<file path="src/rtl/mux_burst_arbiter.sv">
// Round-robin burst arbiter for two valid/ready requesters.
// Forwards granted beats through a registered output stage.
module mux_burst_arbiter #(
    parameter int WIDTH     = 8,
    parameter int MAX_BURST = 4
) (
    input  logic             clk,
    input  logic             rst_n,
    input  logic             a_valid,
    input  logic [WIDTH-1:0] a_data,
    output logic             a_ready,
    input  logic             b_valid,
    input  logic [WIDTH-1:0] b_data,
    output logic             b_ready,
    output logic             out_valid,
    output logic [WIDTH-1:0] out_data,
    input  logic             out_ready,
    output logic             sel,
    output logic             busy
);

    localparam int CW = $clog2(MAX_BURST) + 1;
    localparam logic [CW-1:0] LAST = CW'(MAX_BURST - 1);

    localparam logic [1:0] IDLE    = 2'd0;
    localparam logic [1:0] SERVE_A = 2'd1;
    localparam logic [1:0] SERVE_B = 2'd2;

    logic [1:0]       state;
    logic             prio;
    logic [CW-1:0]    beat_cnt;
    logic             serve_a;
    logic             serve_b;
    logic             out_free;
    logic             x_valid;
    logic [WIDTH-1:0] x_data;
    logic             xfer;
    logic             leave;

    assign serve_a  = (state == SERVE_A);
    assign serve_b  = (state == SERVE_B);
    assign busy     = serve_a | serve_b;
    assign out_free = !out_valid || out_ready;
    assign a_ready  = serve_a && out_free;
    assign b_ready  = serve_b && out_free;
    assign x_valid  = serve_a ? a_valid : (serve_b && b_valid);
    assign x_data   = serve_a ? a_data : b_data;
    assign xfer     = busy && x_valid && out_free;
    // A grant ends on a full burst or as soon as its owner drops valid.
    assign leave    = !x_valid || (xfer && beat_cnt == LAST);

    // Grant sequencing, burst counting and the registered output stage.
    always_ff @(posedge clk or negedge rst_n) begin
        if (!rst_n) begin
            state     <= IDLE;
            sel       <= 1'b0;
            prio      <= 1'b0;
            beat_cnt  <= '0;
            out_valid <= 1'b0;
            out_data  <= '0;
        end else begin
            case (state)
                IDLE: begin
                    if (out_ready) begin
                        out_valid <= 1'b0;
                    end
                    if (a_valid && (!b_valid || !prio)) begin
                        state    <= SERVE_A;
                        sel      <= 1'b0;
                        beat_cnt <= '0;
                    end else if (b_valid) begin
                        state    <= SERVE_B;
                        sel      <= 1'b1;
                        beat_cnt <= '0;
                    end
                end
                SERVE_A, SERVE_B: begin
                    if (xfer) begin
                        out_data  <= x_data;
                        out_valid <= 1'b1;
                        beat_cnt  <= beat_cnt + CW'(1);
                    end else if (out_ready) begin
                        out_valid <= 1'b0;
                    end
                    if (leave) begin
                        state <= IDLE;
                        prio  <= serve_a;
                    end
                end
                default: begin
                    state <= IDLE;
                end
            endcase
        end
    end

endmodule

</file>
<file path="config.mk">
export PLATFORM = sky130hd
export DESIGN_NAME = mux_burst_arbiter
export DESIGN_NICKNAME = d
export VERILOG_FILES = /design/src/rtl/mux_burst_arbiter.sv
export SDC_FILE = /design/constraint.sdc
export NUM_CORES = 1
export LEC_CHECK = 0
export CORE_MARGIN = 1
export CORE_UTILIZATION = 38
export CTS_CLUSTER_SIZE = 40
export DETAILED_ROUTE_END_ITERATION = 6
export PLACE_DENSITY = 0.73
export RECOVER_POWER = 50
export SYNTH_ARGS = -nofsm -noshare
export SYNTH_HDL_FRONTEND = slang
export SYNTH_SLANG_ARGS = --single-unit
export TNS_END_PERCENT = 10
</file>
<file path="constraint.sdc">
create_clock -name clk -period 1.6 [get_ports clk]
set_input_delay 0.16 -clock clk [delete_from_list [all_inputs] [get_ports clk]]
set_output_delay 0.16 -clock clk [all_outputs]
set_load 0.02 [all_outputs]
</file>
[Word-level counts from Yosys, hierarchy flattened]
Cells that the tools add are included.
Word-level totals
  bits in registers: 16
  input port bits: 21
  output and inout bits: 13
  logic and storage cells: 52
Cells by class
  add/sub/neg operators: 1
  eq/ne operators: 6
  muxes and demuxes: 15
  bitwise operators: 1
  reductions and logical operators: 23
Operators by type and width (count)
  two-way mux 3 bit: 3
  two-way mux 8 bit: 1
  AND reduction 2 bit: 4
  logical AND 1 bit: 7
  two-way mux 2 bit: 3
  one-hot mux 3 bit (2 select lines): 1
  two-way mux 1 bit: 5
  logical NOT 1 bit: 4
  != test 2 bit (second input constant): 2
  one-hot mux 2 bit (2 select lines): 1
  nonzero test 2 bit: 2
  adder 3 x 1 -> 3 bit (second input constant): 1
  equality test 3 x 2 -> 1 bit (second input constant): 1
  logical OR 1 bit: 3
  != test 3 bit (second input constant): 1
  AND reduction 3 bit: 1
  equality test 2 x 1 -> 1 bit (second input constant): 1
  equality test 2 bit (second input constant): 1
  logical NOT 2 bit: 1
  one-hot mux 1 bit (2 select lines): 1
  OR reduction 2 bit: 1
  bitwise OR 1 bit: 1

[Logic depth before layout (Yosys ltp)]
Gate-level depths: netlist of run 1.
  depth after elaboration: 9
  depth in mapped cells: 7
  gate-level depth less buffers: 6

[Least setup slack after synthesis of run 1]
Ideal clock, no wire load.
  path kind: register to register
  start point: register state[0]
  end point: register beat_cnt[2]
  library setup time: 0.096 ns
  data arrival time: 1.647 ns
  required time: 1.504 ns
  slack: -0.142 ns
  cell stages (with the launch flop): 8
  buffers on the path: 1
  clock period less this slack: 1.742 ns
  cell sequence: dfrtp_1 inv_1 ha_1 nand4b_1 a21boi_2 buf_4 nand2_1 o32ai_2
On the way
  elaborated cells between the ends (all ways): 14
  those cells by class: 4 x eq/ne; 2 x mux; 1 x bitwise; 7 x reduce/logical
RTL lines
  start, declared: line 29  | logic [1:0] state;
  start signal, assigned: line 55  | state <= IDLE;
  start signal, assigned: line 68  | state <= SERVE_A;
  start signal, assigned: line 72  | state <= SERVE_B;
  equality test 2 x 1 -> 1 bit or equality test 2 bit (tied branches): line 40, 41
  bitwise OR 1 bit (*): line 42  | assign busy = serve_a | serve_b;
  net busy: line 19  | output logic busy
  logical AND 1 bit (*) (2 in a row): line 48  | assign xfer = busy && x_valid && out_free;
  != test 2 bit (no source line) (*)
  AND reduction 3 bit (no source line) (*)
  end signal, assigned: line 81  | beat_cnt <= beat_cnt + CW'(1);
  end, declared: line 31  | logic [CW-1:0] beat_cnt;
Mark *: on every way through the listed nets, which the timed path passes. The rest lies on a longest branch.
A chain may end at the register's enable or synchronous reset.

[Worst setup path in the final report of run 1]
  start point: register state[0]
  end point: register beat_cnt[1]
On the way
  longest elaborated chain between the ends: 7
  elaborated cells between the ends (all ways): 14
  those cells by class: 4 x eq/ne; 2 x mux; 1 x bitwise; 7 x reduce/logical
Ends and longest elaborated chain
  equality test 2 bit: line 41, 62
  logical AND 1 bit: line 46  | assign x_valid = serve_a ? a_valid : (serve_b && b_valid);
  two-way mux 1 bit: line 46
  logical AND 1 bit (2 in a row): line 48
  != test 2 bit (no source line)
  AND reduction 3 bit (no source line)
Parallel ways exist; a longest one is shown, timed or not.

==> results of run 1 <==
[per-stage QoR]
stage,instances,area [um^2]
2_1_floorplan,92,906
3_3_place_gp,158,1330
3_5_place_dp,158,1330
4_1_cts,161,1350
5_1_grt,166,1480
6_report,166,1480
[metal layers]
layer	wire, um	up-vias	GRT usage	part of all wire
met4	15	0	0.0833	0.0070
met5	0	-	0	0
met3	136	2	0.0424	0.064
li1	-	416	-	-
met1	954	370	0.213	0.45
met2	1030	30	0.287	0.48
[path summary, 6_finish.rpt]
check,to,startpoint,slack (ns)
min reg2reg,prio,prio,0.51
min in group asynchronous,beat_cnt[2],rst_n,0.51
max,beat_cnt[1],state[0],-0.08
min,out_valid,out_ready,0.50
max in group asynchronous,state[0],rst_n,0.50
max reg2reg,beat_cnt[1],state[0],-0.08
[cell type report]
class / count / area (um^2) / share of cell area
Clock buffer: 3 / 22.5 / 0.0152
Timing Repair Buffer: 46 / 479 / 0.323
Tap cell: 28 / 35.0 / 0.0236
Multi-Input combinational cell: 68 / 526 / 0.354
Inverter: 5 / 18.8 / 0.0127
Sequential cell: 16 / 402 / 0.271
[timing repair]
item / CTS / global route
buffers inserted: 0 / 2
cloned: 0 / 3
gates resized for setup: 9 / 19
pin swaps: 0 / 4
hold buffers: 0 / 0
setup endpoints to repair: 15 / 17
endpoints found under the hold margin: 0 / 0
[power by group]
group	switching, mW	internal [mW]
combinational	0.870	0.948
sequential	0.127	0.584
clock	0.123	0.0871
total	1.12	1.62
[synthesized netlist by cell type, types with 2 or more instances]
master   instances
buf_2            2
ha_1             6
a21oi_1         11
and2_1           2
nand2_1         10
nor2b_1          2
dfrtp_1         16
nand3_1          2
mux2i_1          8
o21ai_0          5
nor2_1           9
inv_1            5
[flip-flops by register name (all words and copies together) (netlist names)]
name and flops:
sel 1, out_valid 1, out_data 8, beat_cnt 3, prio 1, state 2
[critical path, cell delays in order, from the launching register on]
cell	delay [ns]
dfrtp_2	0.42
inv_2	0.07
ha_4	0.27
nand4b_1	0.19
a21boi_4	0.23
buf_12	0.15
buf_12	0.12
nand3_1	0.07
o211ai_1	0.09
[kinds of logic (layout without fill, tap and decap cells)]
group                      Yosys count  count (layout)  synth area share
DFF                                 16              16             0.448
muxes                                9               9             0.102
and+or+nand+nor                     29              29             0.151
buffers and inverters                8              54            0.0406
adders and majority gates            6               6            0.0840
AOI/OAI and AO/OA                   24              24             0.174
==> parameters.txt, run 1 <==
Parameter                              Value

Synthesis
  Top-area cell type share of the netlist area ... 0.448
  Number of enable flip-flop cells after synthesis ... 0
  Top post-synthesis cells by area ... dfrtp_1, mux2i_1, ha_1
  Number of different library cells in the post-synthesis netlist ... 26
  Cell type with the highest aggregate area in the netlist ... dfrtp_1
  Number of synthesis warnings ... 0
  Sequential fraction of the synthesis area ... 0.448
  Gate Count Post-Synth ... 92
  Flop and latch count out of synthesis ... 16
  Async S/R FF share, synth ... 1.00
  Post-synth design cell area ... 893 um^2
  Total nets after synthesis ... 119
  Mean area per synthesized cell ... roughly 9.7 um^2
  Flip-flop cell with the highest count after synthesis ... dfrtp_1

Layout
  Total Nets Final ... 167
  Number of filler cells placed in the layout ... ~190
  Utilization after layout ... 0.670
  Fraction of layout instances using a drive strength above 1 ... 0.283
  Most used cells in the layout excluding fill and tap cells ... clkdlybuf4s50_1, dfrtp_1, nand2_1, mux2i_1, a21oi_1
  Layout Area Growth over Synthesis ... 66.0%
  Number of antenna cells inserted ... 0
  Leading cell type in the layout, fill and taps excluded ... clkdlybuf4s50_1

Route
  Total DRC errors in the routed layout ... 0
  Total number of vias ... 818
  Number of nets still failing antenna checks after routing ... 0
  Number of optimization iterations in the first detailed-route pass ... 1
  Per-cell via count in the routed design ... 4.93
  Wire length reported by the detailed router ... 2.13 mm
  Post-detailed-route wirelength per cell ... 12.9 um
  Detailed Route Iter0 Violations ... 0

Global route
  Global Route Usage Sum ... 0.175
  Number of antenna violations at the first check in global routing ... 0
  Pin count of the biggest net entering global routing ... 20
  Global-route wire length before repair ... 3.33 mm
  Residual overflow from global routing ... 0
  Via count of the first global-routing pass ... 815

STA
  Setup TNS ... -0.661 ns
  Period Utilization, post-route ... 1.05
  Worst relative slew slack ... 0.414
  Final setup vio count ... 11
  Min Clock Period, post-route ... 1.68 ns
  RSZ-0062 raised after global routing ... yes
  Max frequency ... 595 MHz
  Final hold violation count ... 0
  Final max-slew violation count ... 0
  Slew at the pin closest to its max-slew limit ... 0.878 ns
  Worst-case hold slack ... 0.496 ns
  Setup slack after layout ... -0.0816 ns
  Worst-case clock skew ... 0.00287 ns

Pwr
  Areal power density over the cells ... 1850 nW/um^2
  LEAKAGE ... 0.622 nW
  Worst vdd rail ir drop ... 970 uV
  Total Power Consumption ... approximately 2.7 mW

Flow run
  Max Cap Viol ... 0

Worst hold path
  Hold Path Cell Cnt ... 4
  Hold Crit Class ... primary input to register

Outcome
  Outcome ... finished, violations left
  Violated checks ... negative setup slack

Placement
  Post-DP HPWL ... about 1.5 mm
  Number of buffers inserted by port buffering ... 33
  Final weighted congestion in routability-driven placement ... roughly 0.85
  Post-Place Setup Slack ... -0.0791 ns

Worst setup path
  Maximum fanout encountered on the critical timing path ... 6
  Worst Setup Start Kind ... register
  Type of the worst setup path ... register to register
  Arrival time at the worst endpoint ... 1.88 ns
  Required time reported for the critical path endpoint ... 1.80 ns
  Worst Setup End Kind ... register
  Worst reg-to-reg path cell count ... 8

CTS
  CTS tree ... done
  CTS sink count ... 16
  Maximum count of clock buffers along a single path ... 2
  Clk root buf ... clkbuf_4
  Clock-pin slew on the worst setup and hold paths ... roughly 0.09 ns
  Number of buffers created by CTS ... 3
  Depth of the CTS H-tree ... 1
  Clock latency at the later pin of the worst-skew pair ... 0.28 ns

Die
  Io pins ... 34
  Die span in y ... 50.5 um
  Effective utilization at floorplan ... 0.404
  Area of the core region ... 2210 um^2
  Area of the die ... 2550 um^2
  Number of rows in the core area ... 17
  DIE WIDTH ... about 50 um
No activity file was read; power rests on OpenSTA's default activity.
==> inputs of run 2 (changes only) <==
--- a/config.mk
+++ b/config.mk
@@ -7,7 +7,6 @@
 export LEC_CHECK = 0
 export CORE_MARGIN = 1
 export CORE_UTILIZATION = 38
-export CTS_CLUSTER_SIZE = 40
 export DETAILED_ROUTE_END_ITERATION = 6
 export PLACE_DENSITY = 0.73
 export RECOVER_POWER = 50
==> results of run 2 <==
The final DEF is identical to that of run 1; final timing and power are the same.
